### src/rtl/uart_pkg.sv
// Shared UART definitions: state encoding and oversampling constants.
// The receiver uses it now, and the transmitter will use it later.
package uart_pkg;

  typedef enum logic [1:0] {
    ST_IDLE  = 2'd0,
    ST_START = 2'd1,
    ST_DATA  = 2'd2,
    ST_STOP  = 2'd3
  } uart_state_e;

  localparam int OVERSAMPLE = 16;
  localparam int OS_W       = $clog2(OVERSAMPLE);
  localparam int MID_START  = 7;
  localparam int MID_BIT    = 15;

endpackage

### src/rtl/uart_os_tick.sv
// Oversample strobe generator: a one-cycle tick every BAUD_DIV src_clk cycles.
// The synchronous clear realigns the tick phase to a detected start edge.
module uart_os_tick #(
  parameter int BAUD_DIV = 27
) (
  input  logic src_clk,
  input  logic rst_n,
  input  logic clr,
  output logic tick
);

  localparam int CW = $clog2(BAUD_DIV);

  logic [CW-1:0] cnt_q, cnt_d;
  logic          at_end;

  always_comb begin
    at_end = (cnt_q == CW'(BAUD_DIV - 1));
    tick   = at_end && !clr;
    if (clr || at_end) begin
      cnt_d = '0;
    end else begin
      cnt_d = cnt_q + CW'(1);
    end
  end

  always_ff @(posedge src_clk or negedge rst_n) begin
    if (!rst_n) begin
      cnt_q <= '0;
    end else begin
      cnt_q <= cnt_d;
    end
  end

endmodule

### src/rtl/uart_rx.sv
// 8N1-style UART receiver with 16x oversampling and mid-bit sampling.
// It presents each good byte with a valid strobe and flags a low stop bit.
//
// state | meaning
// IDLE  | line idle, waiting for a falling edge
// START | timing to the middle of the start bit, where it rejects glitches
// DATA  | sampling DATA_BITS data bits, LSB first
// STOP  | sampling the stop bit, which sets the valid or framing-error strobe
module uart_rx
  import uart_pkg::*;
#(
  parameter int BAUD_DIV  = 27,
  parameter int DATA_BITS = 8
) (
  input  logic                 src_clk,
  input  logic                 rst_n,
  input  logic                 rx,
  output logic [DATA_BITS-1:0] data_out,
  output logic                 data_valid,
  output logic                 frame_err,
  output logic                 busy
);

  localparam int BW = (DATA_BITS > 1) ? $clog2(DATA_BITS) : 1;

  uart_state_e          state_q, state_d;
  logic                 sync1_q, sync1_d;
  logic                 sync2_q, sync2_d;
  logic                 prev_q, prev_d;
  logic [OS_W-1:0]      os_q, os_d;
  logic [BW-1:0]        bit_q, bit_d;
  logic [DATA_BITS-1:0] shift_q, shift_d;
  logic [DATA_BITS-1:0] data_q, data_d;
  logic                 valid_q, valid_d;
  logic                 ferr_q, ferr_d;
  logic                 fall;
  logic                 tick;
  logic                 tick_clr;

  uart_os_tick #(.BAUD_DIV(BAUD_DIV)) u_os_tick (
    .src_clk (src_clk),
    .rst_n   (rst_n),
    .clr     (tick_clr),
    .tick    (tick)
  );

  always_comb begin
    sync1_d  = rx;
    sync2_d  = sync1_q;
    prev_d   = sync2_q;
    fall     = prev_q && !sync2_q;
    state_d  = state_q;
    os_d     = tick ? os_q + OS_W'(1) : os_q;
    bit_d    = bit_q;
    shift_d  = shift_q;
    data_d   = data_q;
    valid_d  = 1'b0;
    ferr_d   = 1'b0;
    tick_clr = 1'b0;

    unique case (state_q)
      ST_IDLE: begin
        if (fall) begin
          state_d  = ST_START;
          tick_clr = 1'b1;
          os_d     = '0;
        end
      end
      ST_START: begin
        if (tick && os_q == OS_W'(MID_START)) begin
          if (!sync2_q) begin
            state_d = ST_DATA;
            os_d    = '0;
            bit_d   = '0;
          end else begin
            state_d = ST_IDLE;
          end
        end
      end
      ST_DATA: begin
        if (tick && os_q == OS_W'(MID_BIT)) begin
          shift_d = {sync2_q, shift_q[DATA_BITS-1:1]};
          if (bit_q == BW'(DATA_BITS - 1)) begin
            state_d = ST_STOP;
          end else begin
            bit_d = bit_q + BW'(1);
          end
        end
      end
      ST_STOP: begin
        // Returning at mid stop bit leaves half a bit to catch an immediately following start edge.
        if (tick && os_q == OS_W'(MID_BIT)) begin
          if (sync2_q) begin
            data_d  = shift_q;
            valid_d = 1'b1;
          end else begin
            ferr_d = 1'b1;
          end
          state_d = ST_IDLE;
        end
      end
      default: state_d = ST_IDLE;
    endcase
  end

  always_ff @(posedge src_clk or negedge rst_n) begin
    if (!rst_n) begin
      state_q <= ST_IDLE;
      sync1_q <= 1'b1;
      sync2_q <= 1'b1;
      prev_q  <= 1'b1;
      os_q    <= '0;
      bit_q   <= '0;
      shift_q <= '0;
      data_q  <= '0;
      valid_q <= 1'b0;
      ferr_q  <= 1'b0;
    end else begin
      state_q <= state_d;
      sync1_q <= sync1_d;
      sync2_q <= sync2_d;
      prev_q  <= prev_d;
      os_q    <= os_d;
      bit_q   <= bit_d;
      shift_q <= shift_d;
      data_q  <= data_d;
      valid_q <= valid_d;
      ferr_q  <= ferr_d;
    end
  end

  assign data_out   = data_q;
  assign data_valid = valid_q;
  assign frame_err  = ferr_q;
  assign busy       = (state_q != ST_IDLE);

endmodule

### config.mk
export PLATFORM = sky130hd
export DESIGN_NAME = uart_rx
export DESIGN_NICKNAME = d
export VERILOG_FILES = /design/src/rtl/uart_pkg.sv /design/src/rtl/uart_os_tick.sv /design/src/rtl/uart_rx.sv
export SDC_FILE = /design/constraint.sdc
export NUM_CORES = 1
export LEC_CHECK = 0
export CELL_PAD_IN_SITES_DETAIL_PLACEMENT = 0
export CELL_PAD_IN_SITES_GLOBAL_PLACEMENT = 1
export CORE_MARGIN = 2
export CORE_UTILIZATION = 35
export CTS_BUF_LIST = sky130_fd_sc_hd__clkbuf_4
export CTS_CLUSTER_SIZE = 16
export DETAILED_ROUTE_END_ITERATION = 10
export DONT_BUFFER_PORTS = 1
export PLACE_DENSITY_LB_ADDON = 0.25
export SYNTH_ARGS = -nofsm -noshare
export SYNTH_HDL_FRONTEND = slang
export SYNTH_SLANG_ARGS = --single-unit
export TNS_END_PERCENT = 30
### constraint.sdc
create_clock -name src_clk -period 1.5 [get_ports src_clk]
set_input_delay 0.225 -clock src_clk [delete_from_list [all_inputs] [get_ports src_clk]]
set_output_delay 0.225 -clock src_clk [all_outputs]
set_load 0.1 [all_outputs]
==> summary by stage, run 1 <==
Logic synthesis
The post-synth net total is 121. In the post-synthesis netlist, the biggest area contributors are dfrtp_1 52%, mux2_2 14%, dfstp_2 5.1%. Summing the sequential cell areas from Yosys gives 57.1% of the chip area. The synthesized netlist cell count is 113.

Averaged over all synthesized cells, the footprint is 13.6 um2. The top-area cell type share of the netlist area is 51.9%. After synthesis, the netlist uses 36 different library cells. Ranked by instance count, the synthesized netlist is headed by 32 x dfrtp_1, 19 x mux2_2, 6 x nor2_1. The count of synthesis-stage warnings from yosys is 0.

The combined area of all synthesized cells is 1540 um2. Among all flip-flop cells after synthesis, the most frequent one is dfrtp_1. The number of enable flip-flop cells after synthesis is 0. Summed over all instances, the cell type with the most area after synthesis is dfrtp_1. The fraction of registers with async set or reset after synthesis is 100%. The library cell with the highest instance count after synthesis is dfrtp_1. Synthesis inferred 35 register bits.

Power
IR analysis of the VDD net gives a maximum drop of 0.700 mV. The sequential group share of total power is 49.0%. The total leakage power is 1.04 nW. The switching component of the power is 0.000693 W.

The internal power consumption is 0.00167 W. The total power per unit cell area is 1110 nW/um2. In this run switching power makes up 29.3% of total power. After layout, the design draws a total of 0.00237 W. Per report_power, the combinational group accounts for 21.7% of the total. The share of total power dissipated in the clock network is 29.3%.

Timing
The highest clock frequency the design can meet is 0.607 GHz. The shortest period the worst path allows is 1.65 ns. The clock tree skew after final layout is 0.0155 ns. After layout, the worst setup slack is -0.149 ns.

Measured against its own limit, the worst slew margin works out to 80.2%. The final hold violation count is 0. Setup repair after global routing could not meet its margin everywhere. The final cycle utilization of the critical path is 110%. The transition time at the pin with the least slew margin is 0.296 ns. The number of slew-limit violations in the final report was 0. Setup violations remaining at the end of the flow were counted as 22. The setup TNS is -2.00 ns.

Critical path
In this run the worst path has a maximum fanout of 3. The endpoint identified for the worst register-to-register timing path is bit_q[2]$_DFFE_PN0P_. The slack of the worst reg-to-reg path is -0.15 ns. STA classifies the critical path endpoint as a flip-flop. For this design, the slowest cell found on the critical path is dfrtp_1. The signal on the critical path passes through ha_2, ha_4, nor4bb_4, o2111ai_2, mux2_2. The longest individual stage delay on the worst path is 0.40 ns.

Data on the critical path arrives at its endpoint at 1.87 ns. STA puts the critical path data required time at 1.72 ns. By startpoint and endpoint, the worst setup path is classified as reg -> reg. The worst setup path is launched from a flip-flop. The startpoint of the worst-slack reg-to-reg timing path is bit_q[1]$_DFFE_PN0P_. For the worst flop-to-flop path, the logic depth is 5.

Clock network
At the later pin of the worst-skew pair, clock insertion delay measures 0.34 ns. The CTS H-tree depth is 2. The clock-pin slew on the worst setup and hold paths is 0.12 ns. The clock drives 35 sinks. The clock passes through at most 2 buffers. The total CTS buffers is 5. The library cell used as clock root buffer is clkbuf_4. The CTS tree is done.

Placed design
The last weighted congestion value of the routability-driven placer is 0.792. The worst slack at placement is -0.206 ns. The count of buffers inserted at the top-level ports is 0. The number of cells after detailed placement is 193. After legalization and detailed placement, the total HPWL measured 2.03 mm.

Job
Max-cap violations in this run came to 0.

Detailed routing
The total wire length after detailed routing is 2.96 mm. In the final routed layout, each cell accounts on average for 14.5 um. For this run, design rule violations remaining after detail routing come to 0. The remaining antenna violation count after routing is 0. The initial detailed-routing violation count is 52. Dividing the detail-routed via count by the number of cells gives 5.02. The first detailed-routing pass ran for 4 iterations. Summing over every cut layer, the via total after detailed routing is 1,029.

Finish
The count of cells in the finished layout, fillers not included, comes to 205. The area added between synthesis and finish is 38.3%. The antenna diode count is 0. The layout cell share with drive strength beyond 1 is 52.3%. The final layout contains 160 nets.

Die
The area of the die is 4950 um2. The placeable core area is 4290 um2. Measured along the y axis, the die boundary spans 70.4 um. The die is 70.4 um wide.

In this run the count of I/O pins placed on the die edge is 14. The effective utilization at floorplan is 35.9%. After floorplanning, the core was divided into 24 placement rows.

GRT
Global routing consumed, over all layers together, 13.4% of the routing resources. After global routing the overflow that remains totals 0. The pin count of the biggest net entering global routing is 36. The wire length of the first global-routing pass is 5.19 mm. The via count of the first global-routing pass is 1,103.

The initial antenna violation count is 0.

Min path
The tightest min-delay check is of the in -> async type.

Run status
The final reports fail on setup timing. The flow ran to the end, but the final reports show violations.
==> cells by family (layout without fill, tap and decap cells) <==
| group | Yosys count | in the layout | synth area share [%] |
|---|---|---|---|
| xor gates and xnor gates | 4 | 4 | 2.27 |
| and+or+nand+nor | 32 | 32 | 15.2 |
| DFF | 35 | 35 | 57.1 |
| AOI/OAI and AO/OA | 12 | 12 | 5.93 |
| adders and majority gates | 5 | 5 | 4.06 |
| buffers and inverters | 6 | 46 | 1.62 |
| muxes | 19 | 19 | 13.9 |
==> state kept, by name, indices dropped and copies added (netlist names), named ones only <==
register / count
sync1_q: 1
shift_q: 8
prev_q: 1
data_out: 8
state_q: 1
os_q: 4
prev_d: 1
data_valid: 1
u_os_tick.cnt_q: 5
frame_err: 1
bit_q: 3
==> repair_timing <==
action | 4_1_cts | 5_1_grt
pin swaps | 3 | 5
hold endpoints to repair | 36 | 0
endpoints found under the setup margin | 26 | 31
buffers inserted | 0 | 1
hold buffers | 3 | 0
resized for setup | 18 | 12
==> worst max-delay path by stage <==
| stage | startpoint | endpoint | cells past startpoint |
|---|---|---|---|
| 2_1_floorplan | bit_q[0]$_DFFE_PN0P_ | bit_q[0]$_DFFE_PN0P_ | 5 |
| 3_3_place_gp | bit_q[1]$_DFFE_PN0P_ | bit_q[1]$_DFFE_PN0P_ | 5 |
| 3_5_place_dp | bit_q[1]$_DFFE_PN0P_ | bit_q[2]$_DFFE_PN0P_ | 5 |
| 4_1_cts | bit_q[1]$_DFFE_PN0P_ | bit_q[2]$_DFFE_PN0P_ | 5 |
| 5_1_grt | bit_q[1]$_DFFE_PN0P_ | bit_q[2]$_DFFE_PN0P_ | 5 |
| 6_report | bit_q[1]$_DFFE_PN0P_ | bit_q[2]$_DFFE_PN0P_ | 5 |
==> per-stage QoR <==
step / hold WS (ns) / area (um2) / util, %
after floorplan: -0.0706 / 1570 / -
after global placement: -0.0699 / 1870 / 43.5
after detailed placement: -0.0696 / 1870 / 43.5
after CTS: 0.322 / 2060 / 48.1
after global routing: 0.316 / 2130 / 49.7
final: 0.319 / 2130 / 49.7
==> power by group through the flow <==
stage	clock (W)	sequential, W	combinational, W
3_5_place_dp	0	0.00116	0.000447
5_1_grt	0.000764	0.00117	0.000579
4_1_cts	0.000716	0.00115	0.000488
2_1_floorplan	0	0.00115	0.000294
3_3_place_gp	0	0.00116	0.000427
6_report	0.000693	0.00116	0.000512
==> final cells by class <==
class | instances | area, um2
clock buffers | 5 | 37.5
clock inverters | 3 | 47.5
fillers | 391 | 2160
inverters | 3 | 11.3
multi-input cells | 72 | 786
flip-flops and latches | 35 | 881
well taps | 52 | 65.1
repair buffers | 35 | 304
==> critical path, delay by kind of cell, from the launching register on <==
kind	cells	cell delay, ns
DFF	1	0.40
muxes	1	0.31
and+or+nand+nor	1	0.26
adders and majority gates	2	0.37
AOI/OAI and AO/OA	1	0.20
==> routing by layer <==
| metal | share of wire, % | global-route usage, % |
|---|---|---|
| met1 | 47 | 17.7 |
| met2 | 49 | 21.3 |
| met3 | 2.7 | 3.03 |
| met4 | 1.3 | 5.13 |
| met5 | 0 | 0 |
==> cell usage in the layout (no fill, tap or decap), types with 3 or more instances in the layout <==
| cell | count |
|---|---|
| buf_6 | 3 |
| clkbuf_4 | 5 |
| nor2_1 | 6 |
| a21oi_1 | 3 |
| mux2_2 | 3 |
| nand3_1 | 3 |
| dfstp_2 | 3 |
| mux2_4 | 16 |
| nand2_1 | 5 |
| dfrtp_1 | 31 |
| buf_4 | 28 |
| ha_4 | 3 |
Power figures use the tool's default switching activity.
==> run 2, diff against run 1 <==
clock period = 2.05 ns   (was 1.5 ns; I/O delays follow)
==> run 2 against run 1 <==
  * Global-route usage is 1.2 points lower
  * Total power fell by 39%
  * The run now ends clean
  * Clock skew decreased by 0.0082 ns
  * Utilization is 9.4 points lower
==> summary by stage, run 2 (synthesis gave the netlist of run 1 again) <==
GRT
The total routing usage reported by global routing is 12.2% (-1.2 points). The via count of the first global-routing pass is 948 (-14%). The pin count of the biggest net entering global routing is 36 (unchanged). The initial antenna violation count is 0 (unchanged). The wire length of the first global-routing pass is 4.64 mm (-11%). The sum of overflow across all layers after global routing is 0 (unchanged).

Critical path
The data required time at the worst endpoint is 2.27 ns (+0.55 ns). STA classifies the critical path startpoint as a flip-flop. The arrival time of the worst setup path is 2.13 ns (+0.26 ns). The endpoint type of the worst setup path is a flip-flop. The highest net fanout along the worst path was 9 (+6).

The critical path is of the reg -> reg type.

Die
The die boundary height was 70.4 um (unchanged). The effective utilization at floorplan was 35.9% (unchanged). The area of the die is 4950 um2 (unchanged).

The cell row count was 24 (unchanged). The number of placed I/O pins is 14 (unchanged). The placeable core area came to 4290 um2 (unchanged). The floorplan die width is 70.4 um (unchanged).

Run status
The flow ran to the end, and the final reports show no timing, DRC or antenna violations.

Timing
Setup repair after global routing left no endpoint under its margin. The clock tree skew after final layout is 0.00730 ns (-0.00817 ns). The tightest hold margin was 0.361 ns (+0.0419 ns). The final hold violation count is 0 (unchanged).

The total setup violations reported at the end of the flow is 0 (-100%). The setup TNS is 0 ns (+2.00 ns). The highest clock frequency the design can meet is 0.523 GHz (-14%). The final cycle utilization of the critical path is 93.3% (-17 points). The worst slew margin relative to its limit is 38.5% (-42 points). The number of slew-limit violations in the final report was 0 (unchanged).

The transition time at the pin with the least slew margin came to 0.922 ns (+0.626 ns). The shortest period the worst path allows is 1.91 ns (+0.264 ns).

Finish
The antenna diode count is 0 (unchanged). The layout cell share with drive strength beyond 1 came to 33.3% (-19 points). The sequential cell area in the final layout came to 880 um2 (-0.14%). Compared with the post-synthesis result, the final layout area differs by 12.1%. The area taken by multi-input logic gates came to 637 um2 (-19%).

The filler cell count was 429 (+9.7%). The final net count is 133 (-17%). The most common cell after layout, fill and taps aside is dfrtp_1.

In the layout the commonest cells are 32 x dfrtp_1, 19 x mux2_2, 6 x nor2_1, 6 x clkbuf_4.

Detailed routing
The detailed-route wire length per cell is 14.7 um (+1.7%). The remaining antenna violation count after routing is 0 (unchanged). The count of vias placed by the detailed router is 932 (-9.4%). The remaining design rule violation count came to 0 (unchanged). The initial detailed-routing violation count is 45 (-13%). The total wire length after detailed routing is 2.62 mm (-12%). The vias per cell came to 5.24 (+4.3%).

The total iterations of the first detailed-routing run is 4 (unchanged).

Clock network
The tree is rooted in a clkbuf_4. The total CTS buffers came to 5 (unchanged). The CTS H-tree depth is 2 (unchanged). The maximum clock path buffer count is 2 (unchanged).

The CTS tree is done. The clock-pin slew on the worst setup and hold paths is 0.10 ns (-0.02 ns). The clock latency of the later-clocked register in the worst-skew pair is 0.33 ns (about the same). The number of clock sinks is 35 (unchanged). The number of gates resized after CTS is 0 (-18).

Placed design
The HPWL after detailed placement was 1.83 mm (-10%). The last weighted congestion value of the routability-driven placer is 0.761 (-3.9%). The count of buffers inserted at the top-level ports is 0 (unchanged).

Power
The total leakage power is 0.855 nW (-18%). The total power per unit cell area was 838 nW/um2 (-24%). The worst ir drop on vdd is 0.441 mV (-37%).

Job
The max capacitance violation total is 0 (unchanged).

Min path
The tightest min-delay check is of the reg -> reg type.
-- run 2: worst paths after layout --
path	startpoint	to	slack, ns	cells after the start
setup / recovery	u_os_tick.cnt_q[0]$_DFF_PN0_	data_out[0]$_DFFE_PN0P_	0.14	5
hold / removal	sync1_q$_DFF_PN1_	prev_d$_DFF_PN1_	0.36	0
setup reg to reg	u_os_tick.cnt_q[0]$_DFF_PN0_	data_out[0]$_DFFE_PN0P_	0.14	5
hold reg to reg	sync1_q$_DFF_PN1_	prev_d$_DFF_PN1_	0.36	0
max in group asynchronous	rst_n	sync1_q$_DFF_PN1_	1.37	2
min in group asynchronous	rst_n	os_q[1]$_DFF_PN0_	0.43	2
-- run 2: power by group --
group | switching (W) | total [W] | internal (W)
registers | 0.0000776 | 0.000840 | 0.000763
logic | 0.000134 | 0.000241 | 0.000107
clock network | 0.000221 | 0.000367 | 0.000145
total | 0.000432 | 0.00145 | 0.00102
-- run 2: layer usage --
layer  GRT usage (%)  vias up  share of wire, %
met5               0        -                 0
met4            6.20        0               3.4
met3            5.05        8               4.9
met2            17.5       16                46
met1            15.7      466                46
li1                -      442                 -
-- run 2: stage by stage --
stage / setup WS [ns] / total power, W / instances / utilization [%] / cell area, um2
2_1_floorplan: 0.379 / 0.00103 / 113 / - / 1540
3_3_place_gp: 0.193 / 0.00106 / 167 / 38.0 / 1630
3_5_place_dp: 0.114 / 0.00108 / 167 / 38.0 / 1630
4_1_cts: 0.100 / 0.00148 / 178 / 40.2 / 1730
5_1_grt: 0.0321 / 0.00156 / 178 / 40.2 / 1730
6_report: 0.137 / 0.00145 / 178 / 40.2 / 1730
-- run 2: what timing repair did --
action,4_1_cts,5_1_grt
setup endpoints to repair,0,0
hold buffers,3,0
buffers inserted,0,0
hold endpoints to repair,36,0
-- run 2: area by class of cell --
cell class | count | share of cell area, %
clock buffer | 6 | 2.61
clock inverter | 2 | 0.724
inverter | 3 | 0.652
multi-input combinational | 72 | 36.9
sequential | 35 | 50.9
tap | 52 | 3.77
timing repair buffer | 8 | 4.49
-- run 2: worst max-delay path, stage by stage (launching register included) --
cell and delay, ns:
dfrtp_1 0.42, inv_1 0.07, ha_1 0.18, nand4b_2 0.23, nor3_4 0.51, mux2_2 0.40
